`src/rtl/xor_parity_pkg.sv`:
```
// rtl/xor_parity_pkg.sv - shared types and constants for the xor_parity_arbiter slice
package xor_parity_pkg;

  typedef enum logic [1:0] {
    IDLE  = 2'd0,
    SHIFT = 2'd1,
    DONE  = 2'd2
  } state_t;

  localparam int WIDTH_DEFAULT = 8;

  localparam logic REQ0 = 1'b0;
  localparam logic REQ1 = 1'b1;

endpackage

```
`src/rtl/parity_shift_core.sv`:
```
// rtl/parity_shift_core.sv - shift register, down-counter and 1-bit XOR accumulator
// acc presents the running reduction with the current head bit already folded in.
module parity_shift_core
  import xor_parity_pkg::*;
#(
  parameter int WIDTH = WIDTH_DEFAULT
) (
  input  logic             clk,
  input  logic             rst_n,
  input  logic             load,
  input  logic [WIDTH-1:0] data,
  input  logic             shift_en,
  output logic             last_bit,
  output logic             acc
);

  localparam int CW = $clog2(WIDTH + 1);

  logic [WIDTH-1:0] sreg;
  logic [CW-1:0]    count;
  logic             acc_q;

  always_ff @(posedge clk or negedge rst_n) begin
    if (!rst_n) begin
      sreg  <= '0;
      count <= '0;
      acc_q <= 1'b0;
    end else if (load) begin
      sreg  <= data;
      count <= CW'(WIDTH);
      acc_q <= 1'b0;
    end else if (shift_en) begin
      acc_q <= acc_q ^ sreg[0];
      sreg  <= sreg >> 1;
      // Counter parks at 1 rather than wrapping.
      if (count > CW'(1)) count <= count - CW'(1);
    end
  end

  assign last_bit = (count == CW'(1));
  assign acc      = acc_q ^ sreg[0];

endmodule

```
`src/rtl/xor_parity_arbiter.sv`:
```
// rtl/xor_parity_arbiter.sv - round-robin shared bit-serial parity engine (top)
// Optional macro XOR_PARITY_ODD_EN selects odd parity on the parity output.
module xor_parity_arbiter
  import xor_parity_pkg::*;
#(
  parameter int WIDTH = WIDTH_DEFAULT
) (
  input  logic             clk,
  input  logic             rst_n,
  input  logic             req0,
  input  logic [WIDTH-1:0] data0,
  input  logic             req1,
  input  logic [WIDTH-1:0] data1,
  output logic             gnt0,
  output logic             gnt1,
  output logic             busy,
  output logic             done,
  output logic             parity,
  output logic             done_id
);

`ifdef XOR_PARITY_ODD_EN
  localparam logic PARITY_FLIP = 1'b1;
`else
  localparam logic PARITY_FLIP = 1'b0;
`endif

  state_t           state, next_state;
  logic             last, last_d;
  logic             winner;
  logic [WIDTH-1:0] win_data;
  logic             load, shift_en, last_bit, acc;
  logic             gnt0_d, gnt1_d, busy_d, done_d, parity_d, done_id_d;

  // Round-robin: on a tie the requester not served last time wins.
  always_comb begin
    winner = REQ0;
    if (req0 && req1) winner = ~last;
    else if (req1)    winner = REQ1;
    win_data = (winner == REQ1) ? data1 : data0;
  end

  assign load     = (state == IDLE) && (req0 || req1);
  assign shift_en = (state == SHIFT);

  parity_shift_core #(.WIDTH(WIDTH)) u_core (
    .clk      (clk),
    .rst_n    (rst_n),
    .load     (load),
    .data     (win_data),
    .shift_en (shift_en),
    .last_bit (last_bit),
    .acc      (acc)
  );

  always_ff @(posedge clk or negedge rst_n) begin
    if (!rst_n) begin
      state   <= IDLE;
      last    <= REQ1;
      gnt0    <= 1'b0;
      gnt1    <= 1'b0;
      busy    <= 1'b0;
      done    <= 1'b0;
      parity  <= 1'b0;
      done_id <= 1'b0;
    end else begin
      state   <= next_state;
      last    <= last_d;
      gnt0    <= gnt0_d;
      gnt1    <= gnt1_d;
      busy    <= busy_d;
      done    <= done_d;
      parity  <= parity_d;
      done_id <= done_id_d;
    end
  end

  always_comb begin
    next_state = state;
    case (state)
      IDLE:    if (req0 || req1) next_state = SHIFT;
      SHIFT:   if (last_bit)     next_state = DONE;
      DONE:    next_state = IDLE;
      default: next_state = IDLE;
    endcase
  end

  always_comb begin
    gnt0_d    = load && (winner == REQ0);
    gnt1_d    = load && (winner == REQ1);
    busy_d    = (next_state != IDLE);
    done_d    = (next_state == DONE);
    last_d    = load ? winner : last;
    parity_d  = parity;
    done_id_d = done_id;
    // Capture on the final shift edge so parity is valid in the DONE cycle.
    if (state == SHIFT && last_bit) begin
      parity_d  = acc ^ PARITY_FLIP;
      done_id_d = last;
    end
  end

endmodule
```
`config.mk`:
```
export PLATFORM = sky130hd
export DESIGN_NAME = xor_parity_arbiter
export DESIGN_NICKNAME = d
export VERILOG_FILES = /design/src/rtl/xor_parity_pkg.sv /design/src/rtl/parity_shift_core.sv /design/src/rtl/xor_parity_arbiter.sv
export SDC_FILE = /design/constraint.sdc
export NUM_CORES = 1
export LEC_CHECK = 0
export ABC_AREA = 1
export CORE_MARGIN = 2
export CORE_UTILIZATION = 30
export CTS_CLUSTER_DIAMETER = 150
export DETAILED_ROUTE_END_ITERATION = 6
export GPL_ROUTABILITY_DRIVEN = 1
export PLACE_DENSITY = 0.54
export SLEW_MARGIN = 20
export SYNTH_ARGS = -nofsm -noshare
export SYNTH_HDL_FRONTEND = slang
export SYNTH_SLANG_ARGS = --single-unit
```
`constraint.sdc`:
```
create_clock -name clk -period 3.55 [get_ports clk]
set_clock_uncertainty 0.1 [all_clocks]
set_input_delay 0.355 -clock clk [delete_from_list [all_inputs] [get_ports clk]]
set_output_delay 0.355 -clock clk [all_outputs]
set_load 0.02 [all_outputs]
```
Word-level counts from Yosys, hierarchy flattened
Cells that the tools add are included.
Storage, ports and cells
  word-level logic and storage cells: 43
  bits of input ports: 20
  output and inout port bits: 6
  register bits after elaboration: 22
Cells by class
  eq/ne operators: 3
  add/subtract/negate cells: 1
  muxes and demuxes: 13
  reduce and logical (&&, ||, !) cells: 11
  bitwise operators: 3
  $lt $le $gt $ge: 1
Operator list (number)
  $mux 8: 3
  $mux 4: 3
  $reduce_bool 2->1: 3
  $logic_and 1x1->1: 5
  $eq 4x1->1 const B: 1
  $gt 4x1->1 const B: 1
  $mux 1: 4
  $mux 2: 2
  $pmux 2 s2: 1
  $sub 4x1->4 const B: 1
  $eq 2x1->1 const B: 1
  $eq 2x2->1 const B: 1
  $logic_not 2->1: 1
  $not 1->1: 2
  $reduce_and 2->1: 1
  $logic_or 1x1->1: 1
  $xor 1x1->1: 1

Depth between registers and ports, before layout
Gate-level depths: netlist of the first run.
  depth after elaboration: 4
  depth in mapped cells: 8
  mapped depth without buffers: 8

Modules after synthesis
From an unflattened synthesis of the first run, not the netlist that was laid out.
Second synthesis, totals
  cell total of the unflattened synthesis: 137
  area total of the unflattened synthesis: 1118.6 sq um
Modules (own cells, without submodules)
  parity_shift_core: sequential area each 325.3 sq um, cells an instance 75, instances 1, area each 666.9 sq um
  xor_parity_arbiter: sequential area each 226.5 sq um, cells an instance 62, instances 1, area each 451.7 sq um

Worst setup path before layout of the first run
Ideal clock, no wire load.
  path kind: reg-to-reg
  start: register u_core.count[0]
  end: register u_core.count[3]
  stages on the path, launching flop included: 7
  slack: 2.294 ns
  setup time: 0.116 ns
  arrival time: 1.039 ns
  path buffers: 0
  period minus slack after synthesis: 1.256 ns
  data required time: 3.334 ns
  cells stage by stage: dfrtp_1 > inv_1 > ha_1 > o21ai_1 > a21oi_1 > nand2_1 > nand2_1
Between the ends
  word-level cells in the longest chain between the ends: 4
  elaborated cells on any way between the ends: 7
  classes of those cells: 1 x add/sub; 1 x order compare; 3 x mux; 2 x reduce/logical
RTL lines
  start: declaration: RTL line parity_shift_core.sv:20  | logic [CW-1:0] count;
  start signal: assignment: RTL line parity_shift_core.sv:30  | count <= CW'(WIDTH);
  start signal: assignment: RTL line parity_shift_core.sv:36  | if (count > CW'(1)) count <= count - CW'(1);
  $sub 4x1->4: RTL line parity_shift_core.sv:36
  $mux 4: RTL line parity_shift_core.sv:36
  $mux 4: RTL line parity_shift_core.sv:32  | end else if (shift_en) begin
  $mux 4: RTL line parity_shift_core.sv:28  | end else if (load) begin
Several ways; a longest one is shown, not always the timed one. The select of a mux whose other input is x is not followed.
A chain may end at the register's enable or synchronous reset.

Final worst setup path of the first run
  start: register done_id
  end: output done_id
RTL lines
  start: declaration: RTL line xor_parity_arbiter.sv:19  | output logic done_id
  start signal: assignment: RTL line xor_parity_arbiter.sv:74  | done_id <= done_id_d;
No word-level cell between the ends.

==> flow_summary_export.csv, run 1 <==
group,metric,value,unit
outcome,status,"finished clean",
worst_setup_path,critPathKind,"flip-flop to output port",
floorplanning,core_area,0.00372,mm²
floorplanning,die_width,66.8,µm
floorplanning,ioPinCount,26,
clock_tree,holdBufCountCts,0,
layout,final_nets,198,
worst_setup_path,start_kind,"flip-flop",
timing,hold_viol_final,0,
logic_synthesis,yosys.area_share.simple,33.5,%
routing,routed_wl,2540,µm
logic_synthesis,yosysWarningCount,0,
place,gp_congestion,0.852,
logic_synthesis,ys_ff_latch,22,
routing,dr.pass1.iters,4,
floorplanning,start_util,31.9,%
clock_tree,cts_tree,"built",
grt,grt_first_pass_wirelength,4470,µm
logic_synthesis,syn_area,0.00118,mm²
logic_synthesis,synth_compound_area_share,7.72,%
logic_synthesis,synthCells,147,
layout,multiInputGateArea,531,µm²
power,ir_worst_vdd,294,µV
logic_synthesis,synth_common_cells,"nand2_1, dfrtp_1, inv_1, nand3_1, nor2_1",
timing,relSlewSlack,66.4,%
grt,track_usage,13.3,%
logic_synthesis,synth.yosys.seq_area_share,46.6,%
place,dp.cells,218,
grt,grt_pass1_vias,1027,
floorplanning,die_h,66.8,µm
logic_synthesis,post-synth-top-count-cell,"nand2_1",
worst_setup_path,worst_path_largest_cell_delay,0.60,ns
timing,slew_viol_final,0,
logic_synthesis,yosysTopAreaCell,"dfrtp_1",
grt,grt_max_degree,23,
logic_synthesis,synth_fa_ha_area_share,2.11,%
grt,antenna_found_initial,0,
timing,worst_slew_pin_slew,0.503,ns
clock_tree,cts_sinks,22,
timing,finalSetupViolations,0,
place,io_buffers,25,
clock_tree,clk_path_buf_depth,2,
logic_synthesis,synth_xor_area_share,1.48,%
routing,drcViolationCount,0,
layout,register_area,552,µm²
logic_synthesis,synth.area.top_cells,"dfrtp_1, nand2_1, nand3_1",
worst_setup_path,crit_buf_inv,1,
layout,area_delta_synth_final,30.8,%
routing,viasPerCell,4.42,
logic_synthesis,async_reset_ff_share,100,%
power,power.leakage,0.766,nW
power,powerDensity,894,mW/mm²
logic_synthesis,synth_edf_count,0,
timing,fmax,597,MHz
logic_synthesis,synthMuxAreaShare,0,%
clock_tree,cts-root-buf,"clkbuf_8",
floorplanning,fp-row-count,22,
clock_tree,cts_resized,0,
routing,ant_nets,0,
worst_setup_path,worst_path_max_delay_cell,"clkdlybuf4s50_1",
min_path,min_path_type,"flip-flop to flip-flop",
worst_setup_path,required,3.09,ns
timing,final.min_clock_period,1.68,ns
layout,finalNonFillerCells,223,
worst_setup_path,crit_chain,"clkdlybuf4s50_1",
clock_tree,clkLatencyLatePin,0.26,ns
routing,vias,985,
routing,wire_per_inst,11.4,µm
place,place_hpwl,1950,µm
clock_tree,clk_pin_slew,0.08,ns
logic_synthesis,synth_cell_types,22,
timing,rsz0062_at_grt,"false",
flow_run,maxCapViolations,0,
worst_setup_path,crit_family,"buffers and inverters",
grt,grt_overflow,0,
logic_synthesis,synth_ff_type,"dfrtp_1",
layout,drive_gt1_share,12.0,%
layout,diodes,0,
clock_tree,cts_setup_buffers,0,
clock_tree,htreeDepth,1,
logic_synthesis,syn_nets,169,
worst_setup_path,cp_max_fo,2,
logic_synthesis,yosysTopAreaCellShare,44.4,%
logic_synthesis,synth_top_family_by_area,"simple AND/OR/NAND/NOR gates",
clock_tree,numCtsBuffers,3,
logic_synthesis,avgSynthCellArea,8.05,µm²
worst_setup_path,crit_path_end_kind,"output port",
routing,initialDrtViolationCount,34,
floorplanning,dieArea,0.00446,mm²
timing,fin_crit_sh,47.2,%
worst_setup_path,arrival,1.22,ns
timing,fin_setup_tns,0,ns
layout,n_fill_cell,400,
worst paths after layout:
path	slack, ns	cells after the start	endpoint	from
max reg2reg	2.05	7	u_core.count[3]	state[1]
max in group asynchronous	2.49	2	last	rst_n
min	0.39	2	u_core.count[1]	u_core.count[1]
max	1.87	1	done_id	done_id
min in group asynchronous	0.50	2	gnt0	rst_n
min reg2reg	0.39	2	u_core.count[1]	u_core.count[1]
where the power goes:
group          internal (mW)  switching, mW  leakage (nW)
combinational          0.273          0.429         0.462
sequential             0.376         0.0744         0.268
clock                  0.150         0.0814        0.0357
metrics by stage:
stage	utilization (%)	cell area, µm²	setup slack, ns	hold WS [ns]	total power [mW]
2_1_floorplan	-	1180	2.29	-0.0406	0.986
3_3_place_gp	39.6	1470	1.73	0.372	1.15
3_5_place_dp	39.6	1470	1.68	0.380	1.16
4_1_cts	41.5	1540	1.87	0.402	1.40
5_1_grt	41.6	1550	1.82	0.438	1.53
6_report	41.6	1550	1.87	0.393	1.38
state kept, by name, indices dropped and copies added (netlist names):
signal        count
done              1
busy              1
parity            1
u_core.acc_q      1
gnt0              1
u_core.sreg       8
gnt1              1
last              1
state             2
done_id           1
u_core.count      4
final cells by class:
class	count	area share [%]
flip-flops and latches	22	35.7
multi-input cells	102	34.3
repair buffers	26	16.5
inverters	21	5.09
well taps	48	3.88
clock buffers	3	2.67
clock inverters	1	1.94
layer usage:
metal,GRT usage (%),part of all wire [%],vias to the layer above
met4,2.30,0,0
met5,0,0,-
met3,2.20,3.7,0
li1,-,-,514
met2,25.1,50,18
met1,15.8,46,453
placed cells by master, fill, tap and decap left out, types with 2 or more instances in the layout:
master | netlist | routed
ha_1 | 2 | 2
nor2_1 | 15 | 15
nor2_4 | 3 | 3
dfrtp_1 | 21 | 21
nand2_1 | 35 | 35
clkbuf_8 | 0 | 3
nand4_1 | 2 | 2
a21oi_1 | 2 | 2
nand3_1 | 19 | 19
o21ai_2 | 5 | 5
clkdlybuf4s50_1 | 0 | 24
or2_0 | 4 | 4
inv_1 | 19 | 19
nand2_2 | 4 | 4
inv_2 | 2 | 2
o21ai_0 | 5 | 5
cell families (layout without fill, tap and decap cells):
kind of cell    Yosys count  count (layout)
flops                    22              22
buf+inv                  23              51
fa+ha+maj                 2               2
simple gates             84              84
xor+xnor                  2               2
compound gates           14              14
Power figures use the tool's default switching activity.
==> run 2, diff against run 1 <==
Clock period 3.55 ns to 1.75 ns, I/O delays scaled along.
==> run 2 against run 1 <==
Against the previous run:
- via count up 2.9%
- non-clock buffer count unchanged
- global-route usage up 0.12 points
- clock power up 110%
- sequential power up 100%
- cell count unchanged
- hold slack worse by 0.23 ns
- core utilization up 0.067 points
- critical endpoint is now u_core.count[3]
==> flow_summary_export.csv, run 2 (synthesized netlist as in run 1, its figures left out) <==
group,metric,value,unit
timing,fin_crit_sh,86.3,%
routing,routed_wl,2590,µm
place,gp_congestion,0.862,
routing,ant_nets,0,
timing,fin_setup_tns,0,ns
routing,dr.pass1.iters,4,
outcome,status,"finished clean",
place,place_area,0.00148,mm²
layout,design_area,0.00155,mm²
timing,worst_slew_pin_slew,0.375,ns
worst_setup_path,start_kind,"flip-flop",
worst_setup_path,rr_startpoint,"state[0]",
layout,final_common_cell,"nand2_1",
layout,multiInputGateArea,531,µm²
clock_tree,numCtsBuffers,3,
timing,hold_viol_final,0,
worst_setup_path,worst_path_max_delay_cell,"dfrtp_1",
floorplanning,ioPinCount,26,
layout,final_cell_mix,"nand2_1, clkdlybuf4s50_1, dfrtp_1",
worst_setup_path,crit_path_start,"state[0]",
layout,n_fill_cell,398,
timing,final.min_clock_period,1.51,ns
timing,relSlewSlack,74.9,%
power,powerDensity,1820,mW/mm²
clock_tree,clkLatencyLatePin,0.26,ns
place,dp.cells,219,
worst_setup_path,worst_path_largest_cell_delay,0.43,ns
clock_tree,clk_pin_slew,0.08,ns
power,power.leakage,0.767,nW
worst_setup_path,arrival,1.62,ns
grt,grt_max_degree,23,
power,p_int,1.62,mW
grt,antenna_found_initial,0,
timing,rsz0062_at_grt,"false",
place,dpl_worst_slack,0.0682,ns
power,p_sw_share,42.6,%
clock_tree,cts_sinks,22,
place,place_hpwl,2000,µm
layout,area_delta_synth_final,31.0,%
layout,reg_top3,"u_core.sreg x8, u_core.count x4, state x2",
layout,drive_gt1_share,12.0,%
routing,viasPerCell,4.55,
grt,grt_pass1_vias,1004,
grt,grt_overflow,0,
layout,finalNonFillerCells,223,
power,p_clk_share,16.9,%
worst_setup_path,crit_path_end_kind,"flip-flop",
timing,finalSetupViolations,0,
floorplanning,die_h,66.8,µm
layout,diodes,0,
worst_setup_path,cp_max_fo,12,
routing,drcViolationCount,0,
power,pwr-share-comb,50.7,%
power,p_switching,1.20,mW
layout,final_nets,198,
grt,track_usage,13.4,%
power,seqPwrFrac,32.4,%
worst_setup_path,critPathKind,"flip-flop to flip-flop",
worst_setup_path,cp_common_cell,"nand2_1",
routing,initialDrtViolationCount,20,
timing,fmax,662,MHz
floorplanning,dieArea,0.00446,mm²
power,fin_total_pwr,2.83,mW
worst_setup_path,crit_buf_inv,1,
worst_setup_path,crit_chain,"nor2_4, nand2_2, nand2_4, inv_2, nor2_1, nand2_1, nand2_1",
clock_tree,holdBufCountCts,0,
floorplanning,start_util,31.9,%
clock_tree,cts_resized,0,
clock_tree,htreeDepth,1,
worst_setup_path,crit_family,"simple AND/OR/NAND/NOR gates",
grt,grt_first_pass_wirelength,4530,µm
layout,register_area,552,µm²
clock_tree,cts-root-buf,"clkbuf_8",
floorplanning,die_width,66.8,µm
worst_setup_path,required,1.86,ns
floorplanning,core_area,0.00372,mm²
flow_run,maxCapViolations,0,
min_path,min_path_type,"primary input to async pin",
timing,layout_setup_ws,0.240,ns
layout,largest_register,"u_core.sreg",
floorplanning,fp-row-count,22,
routing,vias,1014,
timing,slew_viol_final,0,
clock_tree,clk_path_buf_depth,2,
routing,wire_per_inst,11.6,µm
clock_tree,cts_setup_buffers,0,
place,io_buffers,25,
power,ir_worst_vdd,690,µV
clock_tree,cts_tree,"built",
layout,largest_reg_flops,8,
## run 2: metal layers
layer	GRT usage [%]	vias up	share of wire, %
met5	0	-	0
met4	4.08	0	0.89
met3	2.53	5	4.1
met2	22.5	26	48
met1	17.4	469	47
li1	-	514	-
## run 2: final cells by class
class,count,share of cell area [%]
inverter,21,5.08
multi-input combinational,102,34.2
timing repair buffer,26,16.6
tap,48,3.87
clock buffer,3,2.66
sequential,22,35.6
clock inverter,1,1.94
## run 2: path summary, 6_finish.rpt
kind                            slack (ns)  cells past startpoint         endpoint
worst max-delay path                  0.24                      7  u_core.count[3]
worst min-delay path                  0.17                      2             gnt0
worst max register to register        0.24                      7  u_core.count[3]
worst min register to register        0.42                      2  u_core.count[1]
max in group asynchronous             1.10                      2             last
min in group clk                      0.39                      3   u_core.sreg[7]
## run 2: worst register-to-register path, stage by stage, from the launching register on
cell and delay (ns):
dfrtp_1 0.43, nor2_4 0.22, nand2_2 0.24, nand2_4 0.17
inv_2 0.08, nor2_1 0.10, nand2_1 0.05, nand2_1 0.05
## run 2: power groups by stage
stage,clock network [mW],registers (mW),logic (mW)
2_1_floorplan,0,0.959,1.04
3_3_place_gp,0,0.926,1.42
3_5_place_dp,0,0.925,1.45
4_1_cts,0.486,0.919,1.45
5_1_grt,0.505,0.950,1.64
6_report,0.477,0.916,1.43
## run 2: stage by stage
step,utilization [%],hold slack [ns]
2_1_floorplan,-,-0.221
3_3_place_gp,39.8,0.370
3_5_place_dp,39.8,0.394
4_1_cts,41.7,0.173
5_1_grt,41.7,0.192
6_report,41.7,0.166
==> run 3, diff against run 2 <==
Settings changed: REMOVE_ABC_BUFFERS from default to 1.
==> run 3 against run 2 <==
Against the previous run:
- routed wire length decreased by 3.9%
- core utilization decreased by 0.71 points
- register-to-register slack about the same
- combinational power about the same
- clock-buffer cell count increased by 1
- sequential share of layout area increased by 0.61 points
- critical path type unchanged
- via count decreased by 4.7%
- critical path depth unchanged
- global-route usage decreased by 0.47 points
- clock power decreased by 34%
==> flow_summary_export.csv, run 3 (synthesized netlist as in run 1, its figures left out) <==
group,metric,value,unit
timing,finalSetupViolations,0,
timing,fmax,658,MHz
clock_tree,cts_setup_buffers,0,
worst_setup_path,crit_path_end_kind,"flip-flop",
clock_tree,htreeDepth,1,
timing,fin_setup_tns,0,ns
floorplanning,ioPinCount,26,
power,power.leakage,0.754,nW
layout,final_common_cell,"nand2_1",
worst_setup_path,worst_path_largest_cell_delay,0.43,ns
floorplanning,dieArea,0.00446,mm²
layout,area_delta_synth_final,28.8,%
floorplanning,die_h,66.8,µm
place,place_hpwl,1990,µm
clock_tree,cts_tree,"built",
clock_tree,holdBufCountCts,0,
worst_setup_path,cp_common_cell,"nand2_1",
worst_setup_path,start_kind,"flip-flop",
routing,routed_wl,2490,µm
min_path,min_path_type,"primary input to async pin",
layout,reg_top3,"u_core.sreg x8, u_core.count x4, state x2",
outcome,status,"finished clean",
layout,final_nets,198,
layout,drive_gt1_share,11.4,%
layout,largest_register,"u_core.sreg",
grt,track_usage,12.9,%
timing,slew_viol_final,0,
routing,drcViolationCount,0,
place,gp_congestion,0.822,
routing,vias,966,
clock_tree,numCtsBuffers,3,
timing,relSlewSlack,75.0,%
routing,initialDrtViolationCount,52,
layout,design_area,0.00152,mm²
place,io_buffers,25,
layout,largest_reg_flops,8,
timing,rsz0062_at_grt,"false",
timing,hold_viol_final,0,
floorplanning,core_area,0.00372,mm²
worst_setup_path,critPathKind,"flip-flop to flip-flop",
routing,dr.pass1.iters,4,
power,ir_worst_vdd,488,µV
worst_setup_path,worst_path_max_delay_cell,"dfrtp_1",
power,powerDensity,1740,mW/mm²
floorplanning,start_util,31.9,%
clock_tree,clkLatencyLatePin,0.25,ns
routing,ant_nets,0,
grt,antenna_found_initial,0,
worst_setup_path,cp_max_fo,12,
worst_setup_path,arrival,1.62,ns
worst_setup_path,crit_chain,"nor2_4, nand2_2, nand2_4, inv_2, nor2_1, nand2_1, nand2_1",
grt,grt_first_pass_wirelength,4370,µm
place,place_area,0.00148,mm²
floorplanning,fp-row-count,22,
grt,grt_max_degree,23,
clock_tree,clk_path_buf_depth,2,
worst_setup_path,required,1.85,ns
clock_tree,cts_sinks,22,
flow_run,maxCapViolations,0,
layout,diodes,0,
timing,fin_crit_sh,86.8,%
layout,multiInputGateArea,531,µm²
clock_tree,cts-root-buf,"clkbuf_8",
grt,grt_overflow,0,
layout,final_cell_mix,"nand2_1, clkdlybuf4s50_1, dfrtp_1",
grt,grt_pass1_vias,949,
clock_tree,cts_resized,0,
timing,final.min_clock_period,1.52,ns
timing,worst_slew_pin_slew,0.374,ns
routing,wire_per_inst,11.2,µm
clock_tree,clk_pin_slew,0.08,ns
floorplanning,die_width,66.8,µm
layout,n_fill_cell,397,
routing,viasPerCell,4.33,
layout,register_area,552,µm²
run 3: cell count changes in the layout (fill, tap and decap cells not counted), sizes merged:
cell	previous run	this run
clkbuf	3	4
bufinv	1	0
run 3: critical path, delay by kind of cell, from the launching register on:
family | cells | cell delay [ns]
DFF | 1 | 0.43
and+or+nand+nor | 6 | 0.85
buffers and inverters | 1 | 0.08
run 3: power breakdown:
| part | switching [mW] | total [mW] | internal [mW] |
|---|---|---|---|
| combinational | 0.866 | 1.42 | 0.554 |
| sequential | 0.151 | 0.914 | 0.762 |
| clock | 0.155 | 0.317 | 0.162 |
| total | 1.17 | 2.65 | 1.48 |
run 3: worst paths after layout:
path / start / end / slack [ns] / cells past startpoint
worst max-delay path: state[0] / u_core.count[3] / 0.23 / 7
worst min-delay path: rst_n / u_core.sreg[1] / 0.16 / 2
worst max register to register: state[0] / u_core.count[3] / 0.23 / 7
worst min register to register: u_core.count[1] / u_core.count[1] / 0.39 / 2
max in group asynchronous: rst_n / last / 1.12 / 2
min in group clk: data0[7] / u_core.sreg[7] / 0.37 / 3
run 3: routing by layer:
metal  wire [µm]  vias up  track usage [%]
met5           0        -                0
met4          12        0             3.83
met3          98        2             2.36
met2        1160       19             21.1
met1        1220      427             17.4
li1            -      518                -
run 3: final cells by class:
cell class / count / share of cell area (%)
Clock buffer: 4 / 2.96
Multi-Input combinational cell: 102 / 34.8
Sequential cell: 22 / 36.2
Tap cell: 48 / 3.94
Timing Repair Buffer: 26 / 16.9
Inverter: 21 / 5.17
run 3: through the flow:
step	worst slack (ns)	std cells	util, %	power (mW)	hold WS (ns)
finish	0.231	223	41.0	2.65	0.156
global route	0.112	223	41.0	2.95	0.175
CTS	0.214	223	41.0	2.70	0.162
detailed placement	0.0112	219	39.8	2.37	0.366
global placement	0.0933	219	39.8	2.34	0.369
floorplan	0.463	145	-	1.94	-0.221
